$ cat src/rtl/freq_period_meter_if.sv
// Signal bundle between a measured square-wave source and freq_period_meter.
// The meter takes the slave side; whoever drives i_sig takes the master side.
interface freq_period_meter_if #(
    parameter int unsigned CNT_W = 28
);
    logic             i_sig;
    logic [CNT_W-1:0] o_period;
    logic [CNT_W-1:0] o_high;
    logic             o_valid;
    logic             o_locked;
    logic             o_timeout;

    modport master (
        output i_sig,
        input  o_period, o_high, o_valid, o_locked, o_timeout
    );

    modport slave (
        input  i_sig,
        output o_period, o_high, o_valid, o_locked, o_timeout
    );
endinterface

$ cat src/rtl/freq_period_meter.sv
// Measures period and high time of a slow asynchronous square wave in clk cycles,
// reporting a coherent (period, high) pair with a one-cycle valid strobe.
module freq_period_meter #(
    parameter int unsigned      CNT_W   = 28,
    parameter logic [CNT_W-1:0] TIMEOUT = 28'd200000000
) (
    input  logic              clk,
    input  logic              rst,
    freq_period_meter_if.slave bus
);
    typedef enum logic {
        IDLE,
        MEASURE
    } state_e;

    localparam logic [CNT_W-1:0] ONE  = CNT_W'(1);
    localparam logic [CNT_W-1:0] TERM = TIMEOUT - ONE;

    logic s1, s2, s3;
    logic rise, fall;

    state_e           state_q,    state_d;
    logic [CNT_W-1:0] cnt_q,      cnt_d;
    logic [CNT_W-1:0] high_lat_q, high_lat_d;
    logic [CNT_W-1:0] period_q,   period_d;
    logic [CNT_W-1:0] high_q,     high_d;
    logic             valid_q,    valid_d;
    logic             locked_q,   locked_d;
    logic             timeout_q,  timeout_d;

    // s1/s2 resolve metastability; s3 is history for edge detection.
    // NOTE: sequential state uses non-blocking assignments so every flop samples
    // the pre-edge value of its neighbour; blocking here would collapse the chain.
    always_ff @(posedge clk) begin
        if (rst) begin
            s1 <= 1'b0;
            s2 <= 1'b0;
            s3 <= 1'b0;
        end else begin
            s1 <= bus.i_sig;
            s2 <= s1;
            s3 <= s2;
        end
    end

    assign rise = s2 & ~s3;
    assign fall = ~s2 & s3;

    always_ff @(posedge clk) begin
        if (rst) begin
            state_q    <= IDLE;
            cnt_q      <= '0;
            high_lat_q <= '0;
            period_q   <= '0;
            high_q     <= '0;
            valid_q    <= 1'b0;
            locked_q   <= 1'b0;
            timeout_q  <= 1'b0;
        end else begin
            state_q    <= state_d;
            cnt_q      <= cnt_d;
            high_lat_q <= high_lat_d;
            period_q   <= period_d;
            high_q     <= high_d;
            valid_q    <= valid_d;
            locked_q   <= locked_d;
            timeout_q  <= timeout_d;
        end
    end

    // NOTE: every output of this block gets a hold/default value first, so no
    // path through the case statement can leave one unassigned and infer a latch.
    always_comb begin
        state_d    = state_q;
        cnt_d      = cnt_q;
        high_lat_d = high_lat_q;
        period_d   = period_q;
        high_d     = high_q;
        valid_d    = 1'b0;
        locked_d   = locked_q;
        timeout_d  = timeout_q;

        case (state_q)
            IDLE: begin
                cnt_d = '0;
                if (rise) begin
                    state_d   = MEASURE;
                    timeout_d = 1'b0;
                end
            end

            MEASURE: begin
                cnt_d = cnt_q + ONE;
                if (fall) begin
                    high_lat_d = cnt_q + ONE;
                end
                // A rise on the terminal count still closes a valid period.
                if (rise) begin
                    period_d = cnt_q + ONE;
                    high_d   = high_lat_q;
                    valid_d  = 1'b1;
                    locked_d = 1'b1;
                    cnt_d    = '0;
                end else if (cnt_q == TERM) begin
                    state_d   = IDLE;
                    locked_d  = 1'b0;
                    timeout_d = 1'b1;
                    cnt_d     = '0;
                end
            end

            default: state_d = IDLE;
        endcase
    end

    assign bus.o_period  = period_q;
    assign bus.o_high    = high_q;
    assign bus.o_valid   = valid_q;
    assign bus.o_locked  = locked_q;
    assign bus.o_timeout = timeout_q;
endmodule

$ cat src/flat_wrapper.sv
// flat-port wrapper written by rule: the top's interface ports become plain ports
module freq_period_meter_flat 
#(
    parameter int unsigned      CNT_W   = 28,
    parameter logic [CNT_W-1:0] TIMEOUT = 28'd200000000
)
  (clk, rst, bus_i_sig, bus_o_period, bus_o_high, bus_o_valid, bus_o_locked, bus_o_timeout);
  freq_period_meter_if #(.CNT_W(CNT_W)) bus_i ();
  input  logic clk;
  input  logic rst;
  input wire logic [$bits(bus_i.i_sig)-1:0] bus_i_sig;
  output wire logic [$bits(bus_i.o_period)-1:0] bus_o_period;
  output wire logic [$bits(bus_i.o_high)-1:0] bus_o_high;
  output wire logic [$bits(bus_i.o_valid)-1:0] bus_o_valid;
  output wire logic [$bits(bus_i.o_locked)-1:0] bus_o_locked;
  output wire logic [$bits(bus_i.o_timeout)-1:0] bus_o_timeout;
  assign bus_i.i_sig = bus_i_sig;
  assign bus_o_period = bus_i.o_period;
  assign bus_o_high = bus_i.o_high;
  assign bus_o_valid = bus_i.o_valid;
  assign bus_o_locked = bus_i.o_locked;
  assign bus_o_timeout = bus_i.o_timeout;
  freq_period_meter #(.CNT_W(CNT_W), .TIMEOUT(TIMEOUT)) u_core (.clk(clk), .rst(rst), .bus(bus_i));
endmodule
$ cat config.mk
export PLATFORM = sky130hd
export DESIGN_NAME = freq_period_meter_flat
export DESIGN_NICKNAME = d
export VERILOG_FILES = /design/src/rtl/freq_period_meter_if.sv /design/src/rtl/freq_period_meter.sv /design/src/flat_wrapper.sv
export SDC_FILE = /design/constraint.sdc
export NUM_CORES = 1
export LEC_CHECK = 0
export BUFFER_PORTS_ARGS = -buffer_cell sky130_fd_sc_hd__buf_2
export CAP_MARGIN = 20
export CORE_MARGIN = 2
export CORE_UTILIZATION = 50
export DETAILED_ROUTE_END_ITERATION = 12
export GPL_TIMING_DRIVEN = 1
export PLACE_DENSITY = 0.8
export SETUP_SLACK_MARGIN = 0.1
export SYNTH_ARGS = -nofsm -noshare
export SYNTH_HDL_FRONTEND = slang
export SYNTH_SLANG_ARGS = --single-unit
$ cat constraint.sdc
create_clock -name clk -period 2.9 [get_ports clk]
set_input_delay 0.58 -clock clk [delete_from_list [all_inputs] [get_ports clk]]
set_output_delay 0.58 -clock clk [all_outputs]
set_load 0.05 [all_outputs]
==> results of run 1 <==
[state kept, by name, summed over array words and instances, names as in the netlist, 28 cells and up]
name                 count
u_core.bus.o_high       28
u_core.bus.o_period     28
u_core.high_lat_q       28
u_core.cnt_q            28
[power by group]
group / internal, uW / total (uW) / switching (uW) / leakage (uW)
clock network: 1480 / 2250 / 773 / 0.000314
logic: 17.9 / 77.0 / 59.1 / 0.000727
registers: 1650 / 1660 / 8.79 / 0.000959
total: 3140 / 3980 / 841 / 0.00200
[kinds of logic after synthesis]
logic type / synth area share
compound gates: 0.1862
fa+ha+maj: 0.002706
flops: 0.5153
xor+xnor: 0.02273
buf+inv: 0.04573
simple gates: 0.2252
mux: 0.002165
[final timing paths]
| path | cells past startpoint | end | start |
|---|---|---|---|
| min | 2 | u_core.s1 | bus_i_sig |
| max reg2reg | 4 | u_core.high_lat_q[23] | u_core.cnt_q[0] |
| max | 4 | u_core.high_lat_q[23] | u_core.cnt_q[0] |
| min reg2reg | 1 | u_core.s2 | u_core.s1 |
[critical path, stage by stage (launching register included)]
cell and delay (ns):
dfxtp_1 0.44, and4_1 0.30, nand4_2 0.31, or4_1 0.65
a311oi_1 0.33
[layout make-up]
| type | count | area [sq um] |
|---|---|---|
| multi-input combinational | 344 | 2049 |
| inverter | 4 | 15.01 |
| fill | 721 | 3491 |
| tap | 111 | 138.9 |
| sequential | 119 | 2382 |
| timing repair buffer | 70 | 385.4 |
| clock buffer | 20 | 455.4 |
| clock inverter | 12 | 191.4 |
[placed cells by master (no fill, tap or decap), types with 5 or more instances in the layout]
master,instances
o31ai_1,11
nand2_1,68
buf_2,61
clkbuf_16,16
o21ai_0,6
a311oi_1,24
or4_4,6
nand4_1,12
a211oi_1,41
clkinv_4,5
xor2_1,8
dfxtp_1,119
nor2_1,60
nor3_1,11
buf_4,8
nand3_1,9
a21oi_1,30
[stage by stage]
stage | utilization | hold slack [ns] | std cells
floorplan | - | 0.4138 | 503
global placement | 0.5457 | 0.4352 | 648
detailed placement | 0.5457 | 0.4354 | 648
CTS | 0.6168 | 0.2983 | 680
global route | 0.6168 | 0.3141 | 680
finish | 0.6168 | 0.3266 | 680
[per-layer routing]
| layer | GRT usage | up-vias | share of wire |
|---|---|---|---|
| li1 | - | 1945 | - |
| met5 | 0 | - | 0 |
| met4 | 0.1012 | 0 | 0.022 |
| met2 | 0.3681 | 145 | 0.48 |
| met1 | 0.3151 | 1960 | 0.44 |
| met3 | 0.06825 | 30 | 0.059 |
==> qor.txt, run 1 <==
H-tree depth -> 4
Drt total wl -> 11.65 mm
Post-route cell area -> 5618 sq um
Drt pass-1 iters -> 5
Via Count -> 4080
Pwr Total -> 3984 uW
Synth-to-Final Area Change -> 21.52%
Clk sinks -> 119
Worst EP required -> 3.32 ns
Root buffer cell -> clkbuf_8
Synth Cell Area -> 4623 sq um
Number of gates resized after cts -> 0
Worst min path class -> in2reg
GRT Total Usage -> 0.2389
Fraction of layout cells with a size suffix above 1 -> 0.2144
Flop-to-flop setup slack -> 0.76 ns
Port bufs -> 61
Pwr Density -> 709.2 nW/um^2
Residual DRC -> 0
Layout Skew -> 0.008840 ns
Crit path DAT -> 2.55 ns
Max FO, Critical Path -> 13
Post-DP Area -> 4971 sq um
CTS clk-pin slew, worst paths -> 0.06 ns
IO Pins -> 62
Area contributors post-synth -> dfxtp_1 (52%), a211oi_1 (6.7%), nand2_1 (5.5%)
# nets final -> 560
# setup viols final -> 0
Routability cong. -> 0.8924
Tmin final -> 2.135 ns
FF+latch count, synth -> 119
Clk buf depth -> 2
Antenna-violating nets left -> 0
Crit path launch type -> register
Distinct cell type count after synthesis -> 47
Largest net degree at the start of global routing -> 92
Final period util -> 0.7364
Die width -> 100.2 um
Die Y-Extent -> 100.2 um
Vias per cell -> 6.000
Post-cts hold buffer count -> 0
Largest area contributor in the netlist -> dfxtp_1
Status -> complete, no violations
First-pass GRT wire length -> 18.75 mm
Most frequent cell after synthesis -> dfxtp_1
Peak supply drop -> 297.0 uV
Initial antenna violation count -> 0
Leak Pwr -> 0.002000 uW
Final HPWL DP -> 7.558 mm
Slew Limit Fails -> 0
Detailed-route wire length per cell -> 17.13 um
RSZ-0062 raised after global routing -> no
CTS buffer count -> 17
Sequential area share after synthesis -> 0.5153
Synth top cells by count -> dfxtp_1 (119), nand2_1 (68), nor2_1 (62)
Post-synth top area share -> 0.5153
Syn Nets -> 507
Crit Path Class -> reg2reg
Cells after synthesis -> 503
# diodes -> 0
Slew HR -> 0.4059
MaxCap Viol Count -> 0
Synthesized area per cell -> 9.191 sq um
PnR worst setup slack -> 0.7645 ns
Vias in the first global route -> 3758
Synth Flop Type -> dfxtp_1
CP endpoint kind -> register
Post-synth EDFFs -> 0
Async SR Flop Fraction -> 0
Die area -> 10030 sq um
Worst-Skew Late Latency -> 0.53 ns
Warnings, synthesis -> 0
Worst Tran Pin Value -> 0.8912 ns
Dpl ws -> 0.8403 ns
Highest clock rate -> 468.3 MHz
Initial Utilization -> 0.5076
Row cnt -> 35
CTS tree -> yes
Post-CTS Setup Inserts -> 0
Core Area -> 9109 sq um
GR Overflow Total -> 0
Final Hold Vio Count -> 0
Setup TNS -> 0 ns
Starting DRT DRC Count -> 342
No activity file was read; power rests on OpenSTA's default activity.
==> inputs of run 2 (changes only) <==
--- a/config.mk
+++ b/config.mk
@@ -11,7 +11,7 @@
 export CORE_UTILIZATION = 50
 export DETAILED_ROUTE_END_ITERATION = 12
 export GPL_TIMING_DRIVEN = 1
-export PLACE_DENSITY = 0.8
+export PLACE_DENSITY = 0.83
 export SETUP_SLACK_MARGIN = 0.1
 export SYNTH_ARGS = -nofsm -noshare
 export SYNTH_HDL_FRONTEND = slang
==> constraint.sdc (replaced) <==
create_clock -name clk -period 1.7 [get_ports clk]
set_input_delay 0.34 -clock clk [delete_from_list [all_inputs] [get_ports clk]]
set_output_delay 0.34 -clock clk [all_outputs]
set_load 0.05 [all_outputs]
==> qor.txt, run 2 (synthesis gave the netlist of run 1 again) <==
Commonest cells after routing, fill and taps aside -> dfxtp_1 (97), nand2_1 (67), buf_2 (61)
Vias per cell -> 7.065
Slew Limit Fails -> 0
GRT Total Usage -> 0.3190
Largest net degree at the start of global routing -> 92
Die Y-Extent -> 100.2 um
First-pass GRT wire length -> 24.54 mm
CTS buffer count -> 17
Worst-Skew Late Latency -> 0.55 ns
Met2 usage -> 0.5085
Status -> finished, violations left
# diodes -> 0
Final HPWL DP -> 8.135 mm
Initial Utilization -> 0.5076
CTS tree -> yes
Synth-to-Final Area Change -> 53.99%
Clk sinks -> 119
Highest clock rate -> 504.6 MHz
Final period util -> 1.166
Detailed-route wire length per cell -> 27.55 um
Violated checks -> negative setup slack
Die area -> 10030 sq um
Final Util -> 0.7816
Slew HR -> 0.5731
Met1 Use GR -> 0.3884
IO Pins -> 62
GR Overflow Total -> 0
Dpl ws -> -0.2546 ns
Starting DRT DRC Count -> 799
H-tree depth -> 4
Antenna-violating nets left -> 0
Global route hottest layer -> met2
Pwr Density -> 956.9 nW/um^2
Core Area -> 9109 sq um
Post-cts hold buffer count -> 0
MaxCap Viol Count -> 0
# setup viols final -> 54
Met3 usage -> 0.09331
Worst Tran Pin Value -> 0.6361 ns
Root buffer cell -> clkbuf_8
Via Count -> 5313
Crit path launch type -> register
Worst min path class -> in2reg
Crit path DAT -> 2.38 ns
Drt total wl -> 20.72 mm
# nets final -> 632
PnR worst setup slack -> -0.2816 ns
Worst EP required -> 2.10 ns
Row cnt -> 35
Crit Path Class -> reg2reg
RSZ-0062 raised after global routing -> yes
Initial antenna violation count -> 0
Fraction of layout cells with a size suffix above 1 -> 0.4805
Layout Skew -> 0.01743 ns
Tmin final -> 1.982 ns
CTS clk-pin slew, worst paths -> 0.06 ns
Die width -> 100.2 um
Routability cong. -> 0.9164
Peak supply drop -> 725.1 uV
CP endpoint kind -> register
Commonest non-fill, non-tap cell in the layout -> dfxtp_1
Vias in the first global route -> 4586
Final Hold Vio Count -> 0
Leak Pwr -> 0.002595 uW
Drt pass-1 iters -> 8
Clk buf depth -> 2
Port bufs -> 61
Residual DRC -> 0
Max FO, Critical Path -> 5
run 2: metal layers:
layer / vias to the layer above / routed length (um) / part of all wire
li1: 2089 / - / -
met1: 2451 / 7374 / 0.36
met2: 587 / 8869 / 0.43
met3: 186 / 2599 / 0.13
met4: 0 / 1878 / 0.091
met5: - / 0 / 0
run 2: metrics by stage:
step	total power [uW]	setup TNS [ns]	hold WS (ns)	cell area [sq um]	cells
final	6812	-8.549	0.06877	7119	752
after global routing	6926	-8.278	0.05167	7119	752
after CTS	6673	-0.09906	0.04812	6284	729
after detailed placement	3018	-2.233	0.4395	5305	680
after global placement	3014	-0.9843	0.4256	5305	680
after floorplan	2980	0	0.4138	4688	503
run 2: critical path, cell delays in order, from the launching register on:
cell and delay [ns]:
dfxtp_1 0.37, buf_4 0.19, and3_1 0.30, nand4_1 0.33
buf_4 0.26, o31ai_4 0.27, a21oi_1 0.12
run 2: what timing repair did:
action                                  CTS  global route
endpoints found under the setup margin   51            74
pin swaps                                16            37
hold endpoints to repair                  0             0
setup buffers                            16            21
gates resized for setup                  47           130
cloned                                    1             3
run 2: area by class of cell:
cell class,instances,area (sq um)
multi-input cells,345,2821
flip-flops and latches,119,2432
fillers,456,1989
repair buffers,141,1096
clock buffers,22,474.2
clock inverters,10,141.4
well taps,111,138.9
inverters,4,15.01
run 2: report_power, final:
group	leakage [uW]	total [uW]	internal, uW	switching, uW
sequential	0.000973	2810	2790	19.8
combinational	0.00133	178	46.0	132
clock	0.000297	3820	2410	1410
run 2: final timing paths:
check                           cells past startpoint             startpoint  slack [ns]               endpoint
worst max-delay path                                6       u_core.cnt_q[22]       -0.28         u_core.state_q
worst min-delay path                                2              bus_i_sig        0.07              u_core.s1
worst max register to register                      6       u_core.cnt_q[22]       -0.28         u_core.state_q
worst min register to register                      2  u_core.bus.o_high[15]        0.45  u_core.bus.o_high[15]
